<file path="config.mk">
export PLATFORM = sky130hd
export DESIGN_NAME = cic_interpolator
export DESIGN_NICKNAME = d
export VERILOG_FILES = /design/src/rtl/cic_pkg.sv /design/src/rtl/cic_comb_stage.sv /design/src/rtl/cic_interpolator.sv
export SDC_FILE = /design/constraint.sdc
export NUM_CORES = 1
export LEC_CHECK = 0
export ABC_AREA = 1
export BUFFER_PORTS_ARGS = -buffer_cell sky130_fd_sc_hd__clkbuf_2
export CORE_MARGIN = 1.5
export CORE_UTILIZATION = 35
export DETAILED_ROUTE_END_ITERATION = 16
export GPL_ROUTABILITY_DRIVEN = 1
export GPL_TIMING_DRIVEN = 0
export PLACE_DENSITY_LB_ADDON = 0.2
export SLEW_MARGIN = 20
export SYNTH_ARGS = -nofsm -noshare
export SYNTH_HDL_FRONTEND = slang
export SYNTH_HIERARCHICAL = 1
export SYNTH_SLANG_ARGS = --single-unit
</file>
<file path="constraint.sdc">
create_clock -name clk -period 3.2 [get_ports clk]
set_input_delay 0.8 -clock clk [delete_from_list [all_inputs] [get_ports clk]]
set_output_delay 0.8 -clock clk [all_outputs]
set_load 0.02 [all_outputs]
</file>
<file path="src/rtl/cic_pkg.sv">
// Shared CIC helpers used by both the receive decimator and the transmit
// interpolator.
//
// cic_reg_width(width, rmax, m, n)
//   Internal/output register width that holds the full CIC gain without loss:
//   width + clog2(((rmax*m)**n) / rmax).
package cic_pkg;

  function automatic int cic_reg_width(input int width, input int rmax,
                                       input int m, input int n);
    int gain;
    gain = 1;
    for (int i = 0; i < n; i++) begin
      gain = gain * (rmax * m);
    end
    return width + $clog2(gain / rmax);
  endfunction

endpackage

</file>
<file path="src/rtl/cic_comb_stage.sv">
// One CIC comb section: y <= x - x delayed by M accepted samples.
// State only advances when en is high.
//
// Ports
//   clk  clock
//   rst  asynchronous active-high reset, clears output and delay line
//   en   advance the comb by one input sample
//   x    signed stage input
//   y    signed registered stage output
module cic_comb_stage #(
  parameter int REG_WIDTH = 17,
  parameter int M         = 1
) (
  input  logic                        clk,
  input  logic                        rst,
  input  logic                        en,
  input  logic signed [REG_WIDTH-1:0] x,
  output logic signed [REG_WIDTH-1:0] y
);

  logic signed [REG_WIDTH-1:0] dly [M];

  always_ff @(posedge clk or posedge rst) begin
    if (rst) begin
      y <= '0;
      for (int i = 0; i < M; i++) begin
        dly[i] <= '0;
      end
    end else if (en) begin
      // Two's-complement wrap is intentional; the integrators undo it.
      y      <= x - dly[M-1];
      dly[0] <= x;
      for (int i = 1; i < M; i++) begin
        dly[i] <= dly[i-1];
      end
    end
  end

endmodule

</file>
<file path="src/rtl/cic_interpolator.sv">
// CIC interpolator: N comb stages at the input rate, zero-stuffing by a
// runtime ratio R, then N integrators at the output rate. Output is not
// normalised (DC gain (R*M)^N / R).
//
// Ports
//   clk            clock
//   rst            asynchronous active-high reset
//   input_tdata    signed low-rate sample (WIDTH)
//   input_tvalid   input sample valid
//   input_tready   input accepted when high together with input_tvalid
//   output_tdata   signed high-rate sample, last integrator (REG_WIDTH)
//   output_tvalid  output sample valid
//   output_tready  downstream ready
//   rate           interpolation ratio; 0/1 mean R=1, >RMAX clamps to RMAX
module cic_interpolator
  import cic_pkg::*;
#(
  parameter int WIDTH     = 16,
  parameter int RMAX      = 2,
  parameter int M         = 1,
  parameter int N         = 2,
  parameter int REG_WIDTH = cic_reg_width(WIDTH, RMAX, M, N)
) (
  input  logic                          clk,
  input  logic                          rst,
  input  logic signed [WIDTH-1:0]       input_tdata,
  input  logic                          input_tvalid,
  output logic                          input_tready,
  output logic signed [REG_WIDTH-1:0]   output_tdata,
  output logic                          output_tvalid,
  input  logic                          output_tready,
  input  logic [$clog2(RMAX+1)-1:0]     rate
);

  localparam int RATE_W = $clog2(RMAX + 1);

  logic [RATE_W-1:0]           cycle_reg;
  logic [RATE_W-1:0]           rate_eff;
  logic [RATE_W-1:0]           rate_last;
  logic                        in_hs;
  logic                        out_hs;
  logic signed [REG_WIDTH-1:0] comb_x [N];
  logic signed [REG_WIDTH-1:0] comb_y [N];
  logic signed [REG_WIDTH-1:0] integ  [N];
  logic signed [REG_WIDTH-1:0] stuffed;

  function automatic logic signed [REG_WIDTH-1:0] wrap_add(
    input logic signed [REG_WIDTH-1:0] a,
    input logic signed [REG_WIDTH-1:0] b
  );
    // Plain modular sum: CIC correctness relies on wrap, never saturate.
    return a + b;
  endfunction

  always_comb begin
    rate_eff = rate;
    if (rate == '0) begin
      rate_eff = RATE_W'(1);
    end else if (int'(rate) > RMAX) begin
      rate_eff = RATE_W'(RMAX);
    end
    rate_last = rate_eff - RATE_W'(1);
  end

  // New input is only taken at the start of a burst (cycle_reg==0).
  assign input_tready  = output_tready & (cycle_reg == '0);
  assign output_tvalid = input_tvalid | (cycle_reg != '0);
  assign in_hs         = input_tvalid & input_tready;
  assign out_hs        = output_tvalid & output_tready;

  // The ">=" compare also wraps when rate was lowered mid-burst.
  always_ff @(posedge clk or posedge rst) begin
    if (rst) begin
      cycle_reg <= '0;
    end else if (out_hs) begin
      cycle_reg <= (cycle_reg < rate_last) ? cycle_reg + RATE_W'(1) : '0;
    end
  end

  // Comb chain, input rate
  for (genvar k = 0; k < N; k++) begin : g_comb
    if (k == 0) begin : g_head
      assign comb_x[k] = REG_WIDTH'(input_tdata);
    end else begin : g_link
      assign comb_x[k] = comb_y[k-1];
    end

    cic_comb_stage #(
      .REG_WIDTH (REG_WIDTH),
      .M         (M)
    ) u_comb (
      .clk (clk),
      .rst (rst),
      .en  (in_hs),
      .x   (comb_x[k]),
      .y   (comb_y[k])
    );
  end

  // Integrator chain, output rate; zero-stuff everywhere but burst start
  assign stuffed = (cycle_reg == '0) ? comb_y[N-1] : '0;

  always_ff @(posedge clk or posedge rst) begin
    if (rst) begin
      for (int k = 0; k < N; k++) begin
        integ[k] <= '0;
      end
    end else if (out_hs) begin
      integ[0] <= wrap_add(integ[0], stuffed);
      for (int k = 1; k < N; k++) begin
        integ[k] <= wrap_add(integ[k], integ[k-1]);
      end
    end
  end

  assign output_tdata = integ[N-1];

endmodule

</file>
==> results.sh, run 1 <==
export IMPL_power_density_nw_per_um2=1090
export IMPL_synth_edff_count=0
export IMPL_synth_cells=1292
export IMPL_synth_top_area_share_pct=31.2
export IMPL_syn_to_final_growth_pct=11.1
export IMPL_antenna_left=0
export IMPL_yosysSeqAreaShare_pct=31.2
export IMPL_cts_inserted_buffers=9
export IMPL_drt_initial_drc_count=253
export IMPL_drtPass1Iterations=4
export IMPL_avgSynthCellArea_um2=6.46
export IMPL_ys_types=31
export IMPL_dieArea_um2=24800
export IMPL_multi_input_comb_area_um2=4530
export IMPL_via_per_inst=4.31
export IMPL_ctsResizeCount=0
export IMPL_reg_largest_list="g_comb.u_comb/dly x34, g_comb.u_comb/y x34"
export IMPL_post_cts_buffers=0
export IMPL_grt_usage_pct=16.1
export IMPL_max_vdd_ir_drop_mv=0.304
export IMPL_synth_nets=1384
export IMPL_wire_per_inst_um=11.0
export IMPL_layout_drive_gt1_share_pct=9.79
export IMPL_cts_hold_buf=0
export IMPL_htree_levels=3
export IMPL_slew_violations=0
export IMPL_fillers=2613
export IMPL_drcViolationCount=0
export IMPL_totalWireLength_um=18300
export IMPL_critical_path_class="flop to flop"
export IMPL_maxCapViolCount=0
export IMPL_port_buffers=39
export IMPL_synth_area_top_cells="dfrtp_1, nand2_1, inv_1, ha_1, nand3_1"
export IMPL_insertedDiodeCount=0
export IMPL_relSlewSlack_pct=50.6
export IMPL_netlist_area_um2=8350
export IMPL_finalNetCount=1435
export IMPL_die_h_um=157
export IMPL_clockBufferDepth=2
export IMPL_hold_violations=0
export IMPL_fin_crit_ns=2.63
export IMPL_ys_warn_count=6
export IMPL_initial_core_util_pct=35.7
export IMPL_grt_pass1_wl_um=32100
export IMPL_crit_fanout=10
export IMPL_arrival_ns=2.88
export IMPL_synth_top_area_cell="dfrtp_1"
export IMPL_core_um2=23400
export IMPL_cts_tree="built"
export IMPL_clkTransAtPathRegs_ns=0.08
export IMPL_clock_skew_ns=0.0159
export IMPL_synthFlopType="dfrtp_1"
export IMPL_setup_slack_ns=0.573
export IMPL_clockRootBuffer="clkbuf_16"
export IMPL_tightest_slew_ns=0.739
export IMPL_insertion_delay_ns=0.36
export IMPL_dp_hpwl_um=14900
export IMPL_vias=7182
export IMPL_setup_viol=0
export IMPL_worst_ep_required_time_ns=3.46
export IMPL_dp_slack_ns=0.540
export IMPL_p_total_mw=10.1
export IMPL_synth_seq_cells=104
export IMPL_rsz0062_at_grt="false"
export IMPL_clkSinkCount=104
export IMPL_grt_pass1_vias=6994
export IMPL_grt_ovfl_total=0
export IMPL_grt_max_degree=35
export IMPL_antenna_found_initial=0
export IMPL_fmax_mhz=381
export IMPL_worstSetupStartpointType="flop"
export IMPL_hp_class="input port to asynchronous set/reset pin"
export IMPL_timing_final_crit_share_pct=82.1
export IMPL_register_area_um2=2600
export IMPL_die_x_um=157
export IMPL_power_leakage_nw=5.59
export IMPL_setup_tns_final_ns=0
export IMPL_endpoint_kind="flop"
export IMPL_outcome="finished clean"
export IMPL_gp_congestion=0.808
export IMPL_io_pins=41
export IMPL_holdWs_ns=0.467
export IMPL_row_count=56
export IMPL_ys_async_sr_fraction_pct=100
export IMPL_fin_util_pct=39.6
==> path summary, 6_finish.rpt <==
path	startpoint	to	slack [ns]	cells past startpoint
min in group clk	g_comb[1].u_comb/y[9]	g_comb[1].u_comb/y[9]	0.48	2
worst max-delay path	cycle_reg[0]	integ[33]	0.57	16
worst min register to register	g_comb[1].u_comb/y[9]	g_comb[1].u_comb/y[9]	0.48	2
max in group asynchronous	rst	g_comb[1].u_comb/dly[1]	2.10	2
worst max register to register	cycle_reg[0]	integ[33]	0.57	16
worst min-delay path	rst	cycle_reg[0]	0.47	2
==> metal layers <==
metal / wire length [um] / global-route usage (%) / up-vias
met1: 8280 / 18.1 / 3111
met2: 9400 / 31.1 / 56
li1: - / - / 3998
met4: 246 / 4.76 / 0
met5: 0 / 0 / -
met3: 333 / 2.26 / 17
==> metrics by stage <==
step	cell area [um^2]	cells
6_report	9270	1667
4_1_cts	9270	1667
5_1_grt	9270	1667
2_1_floorplan	8350	1292
3_5_place_dp	8970	1651
3_3_place_gp	8940	1650
==> cell usage after synthesis (2+ instances only) <==
| cell type | count |
|---|---|
| or2_2 | 2 |
| nand3_2 | 8 |
| clkinv_1 | 2 |
| nor3_1 | 10 |
| nand2_2 | 18 |
| inv_1 | 245 |
| fa_1 | 4 |
| buf_4 | 23 |
| o21ai_0 | 53 |
| a21oi_1 | 38 |
| dfrtp_1 | 104 |
| clkbuf_1 | 5 |
| xnor2_1 | 12 |
| and2_1 | 6 |
| o21ai_1 | 4 |
| ha_1 | 66 |
| nor3_2 | 6 |
| nor2_1 | 37 |
| xor2_1 | 6 |
| nand3b_1 | 8 |
| inv_2 | 4 |
| or2_1 | 4 |
| buf_6 | 3 |
| buf_2 | 9 |
| nand3_1 | 74 |
| nand2_1 | 536 |
==> worst max-delay path: stages, from the launching register on <==
cell and delay, ns:
dfrtp_1 0.35, inv_1 0.07, ha_1 0.20, buf_4 0.18, clkbuf_1 0.23, nand2_1 0.13, inv_1 0.05, ha_1 0.22
fa_1 0.41, nand2_1 0.08, nand2_1 0.10, nand3_2 0.09, nand2_2 0.09, nand2_1 0.10, nand3_1 0.07, nand3_1 0.09
nand2_1 0.05
==> cell type report <==
| cell class | instances | share of cell area, % |
|---|---|---|
| flip-flops and latches | 104 | 28.1 |
| clock buffers | 11 | 2.62 |
| well taps | 319 | 4.30 |
| inverters | 251 | 10.2 |
| clock inverters | 5 | 0.688 |
| plain buffers | 40 | 2.91 |
| repair buffers | 40 | 2.40 |
| multi-input cells | 897 | 48.9 |
==> report_power, final <==
part           internal (mW)  switching (mW)  leakage, nW  total [mW]
sequential              1.94           0.422         1.30        2.36
clock                  0.635           0.527        0.146        1.16
combinational           2.48            4.07         4.15        6.55
==> cells by family (layout without fill, tap and decap cells) <==
kind of cell	Yosys count	after routing	share of synthesized area, %
fa+ha+maj	70	70	10.9
flops	104	104	31.2
buf+inv	291	347	14.5
simple gates	711	711	35.6
compound gates	97	97	5.86
other cells	1	1	0.0449
xor+xnor	18	18	1.89
==> cell usage in the layout (no fill, tap or decap), types with 2 or more instances in the layout <==
master | synthesis | layout
a21oi_1 | 38 | 38
and2_1 | 6 | 6
buf_2 | 9 | 9
buf_4 | 23 | 23
buf_6 | 3 | 3
clkbuf_1 | 5 | 6
clkbuf_16 | 0 | 9
clkbuf_2 | 0 | 39
clkinv_1 | 2 | 2
clkinv_4 | 0 | 2
dfrtp_1 | 104 | 104
fa_1 | 4 | 4
ha_1 | 66 | 66
inv_1 | 245 | 242
inv_2 | 4 | 7
nand2_1 | 536 | 536
nand2_2 | 18 | 18
nand3_1 | 74 | 74
nand3_2 | 8 | 8
nand3b_1 | 8 | 8
nor2_1 | 37 | 37
nor3_1 | 10 | 10
nor3_2 | 6 | 6
o21ai_0 | 53 | 53
o21ai_1 | 4 | 4
or2_1 | 4 | 4
or2_2 | 2 | 2
xnor2_1 | 12 | 12
xor2_1 | 6 | 6
No activity file was read; power rests on OpenSTA's default activity.
==> inputs of run 2 (changes only) <==
clock period = 2.69 ns   (was 3.2 ns; I/O delays follow)
==> results.sh, run 2 (synthesized netlist as in run 1, its figures left out) <==
export IMPL_outcome="finished clean"
export IMPL_power_density_nw_per_um2=1290
export IMPL_p_switching_mw=5.96
export IMPL_wire_per_inst_um=10.9
export IMPL_vias=7173
export IMPL_power_leakage_nw=5.59
export IMPL_io_pins=41
export IMPL_hold_violations=0
export IMPL_critical_path_class="flop to flop"
export IMPL_insertedDiodeCount=0
export IMPL_cts_tree="built"
export IMPL_die_h_um=157
export IMPL_worstSetupStartpointType="flop"
export IMPL_grt_usage_pct=16.0
export IMPL_tightest_slew_ns=0.742
export IMPL_insertion_delay_ns=0.36
export IMPL_syn_to_final_growth_pct=11.1
export IMPL_power_internal_mw=6.01
export IMPL_row_count=56
export IMPL_rsz0062_at_grt="false"
export IMPL_startpoint="cycle_reg[0]"
export IMPL_grt_ovfl_total=0
export IMPL_grt_pass1_wl_um=32000
export IMPL_clockRootBuffer="clkbuf_16"
export IMPL_ctsResizeCount=0
export IMPL_pwr_share_clk_pct=11.6
export IMPL_dp_hpwl_um=14900
export IMPL_slew_violations=0
export IMPL_grt_max_degree=35
export IMPL_drtPass1Iterations=4
export IMPL_drt_initial_drc_count=264
export IMPL_fmax_mhz=425
export IMPL_p_sw_share_pct=49.8
export IMPL_antenna_left=0
export IMPL_worst_ep_required_time_ns=2.95
export IMPL_arrival_ns=2.61
export IMPL_via_per_inst=4.31
export IMPL_max_vdd_ir_drop_mv=0.362
export IMPL_timing_final_crit_share_pct=87.6
export IMPL_layout_drive_gt1_share_pct=9.80
export IMPL_die_x_um=157
export IMPL_clock_skew_ns=0.0160
export IMPL_most_common_layout_cells="nand2_1, inv_1, dfrtp_1"
export IMPL_p_comb_share_pct=65.0
export IMPL_port_buffers=39
export IMPL_p_seq_share_pct=23.4
export IMPL_clkTransAtPathRegs_ns=0.08
export IMPL_core_um2=23400
export IMPL_holdWs_ns=0.339
export IMPL_clkSinkCount=104
export IMPL_dieArea_um2=24800
export IMPL_relSlewSlack_pct=50.5
export IMPL_endpoint_kind="flop"
export IMPL_initial_core_util_pct=35.7
export IMPL_maxCapViolCount=0
export IMPL_setup_tns_final_ns=0
export IMPL_antenna_found_initial=0
export IMPL_finalNetCount=1434
export IMPL_fillers=2612
export IMPL_reg_largest_list="g_comb.u_comb/dly x34, g_comb.u_comb/y x34"
export IMPL_setup_viol=0
export IMPL_grt_pass1_vias=6978
export IMPL_totalWireLength_um=18200
export IMPL_layout_commonest_cell="nand2_1"
export IMPL_hp_class="input port to asynchronous set/reset pin"
export IMPL_gp_congestion=0.808
export IMPL_cts_inserted_buffers=9
export IMPL_fin_crit_ns=2.36
export IMPL_clockBufferDepth=2
export IMPL_worstReg2RegStart="cycle_reg[0]"
export IMPL_htree_levels=3
export IMPL_drcViolationCount=0
export IMPL_crit_fanout=19
run 2: cell count changes in the layout (fill, tap and decap cells not counted):
cell,change
clkbuf_1,-1
run 2: path summary, 6_finish.rpt:
check	to	slack, ns	cells after the start
hold / removal	cycle_reg[0]	0.34	2
setup reg to reg	integ[33]	0.33	15
hold reg to reg	g_comb[1].u_comb/y[9]	0.48	2
setup / recovery	integ[33]	0.33	15
min in group clk	g_comb[1].u_comb/y[9]	0.48	2
max in group asynchronous	g_comb[1].u_comb/dly[1]	1.71	2
run 2: what timing repair did:
action	CTS	global route
buffers inserted	0	0
hold endpoints to repair	0	0
setup endpoints to repair	2	0
hold buffers	0	0
run 2: worst max-delay path: stages, from the launching register on:
cell	delay [ns]
dfrtp_1	0.35
inv_1	0.07
ha_1	0.20
buf_4	0.19
nand2_1	0.08
inv_1	0.04
ha_1	0.22
fa_1	0.41
nand2_1	0.08
nand2_1	0.10
nand3_2	0.09
nand2_2	0.09
nand2_1	0.10
nand3_1	0.07
nand3_1	0.09
nand2_1	0.05
run 2: per-stage QoR:
step	area, um^2	power, mW	cells	utilization [%]	setup slack (ns)
finish	9270	12.0	1666	39.6	0.335
global route	9270	13.5	1666	39.6	0.105
floorplan	8350	9.02	1292	-	0.375
detailed placement	8970	10.7	1651	38.3	0.0296
global placement	8940	10.6	1650	38.2	0.0428
CTS	9270	12.1	1666	39.6	0.289
run 2: routing by layer:
layer	routed length, um	vias up	global-route usage [%]	share of wire, %
met5	0	-	0	0
li1	-	3994	-	-
met3	323	17	2.26	1.8
met1	8320	3110	18.1	46
met2	9300	52	30.8	51
met4	246	0	4.76	1.4
run 2: power groups by stage:
stage	clock network, mW	registers [mW]	logic, mW
6_report	1.38	2.81	7.78
5_1_grt	1.48	2.91	9.16
4_1_cts	1.44	2.82	7.89
3_5_place_dp	0	2.85	7.86
3_3_place_gp	0	2.83	7.75
2_1_floorplan	0	2.68	6.34
run 2: layout make-up:
type                            count  area [um^2]  area share [%]
Multi-Input combinational cell    897         4530            48.9
Sequential cell                   104         2600            28.1
Inverter                          251          942            10.2
Tap cell                          319          399            4.31
Buffer                             39          267            2.87
Clock buffer                       11          243            2.62
Timing Repair Buffer               40          223            2.40
Clock inverter                      5         63.8           0.688
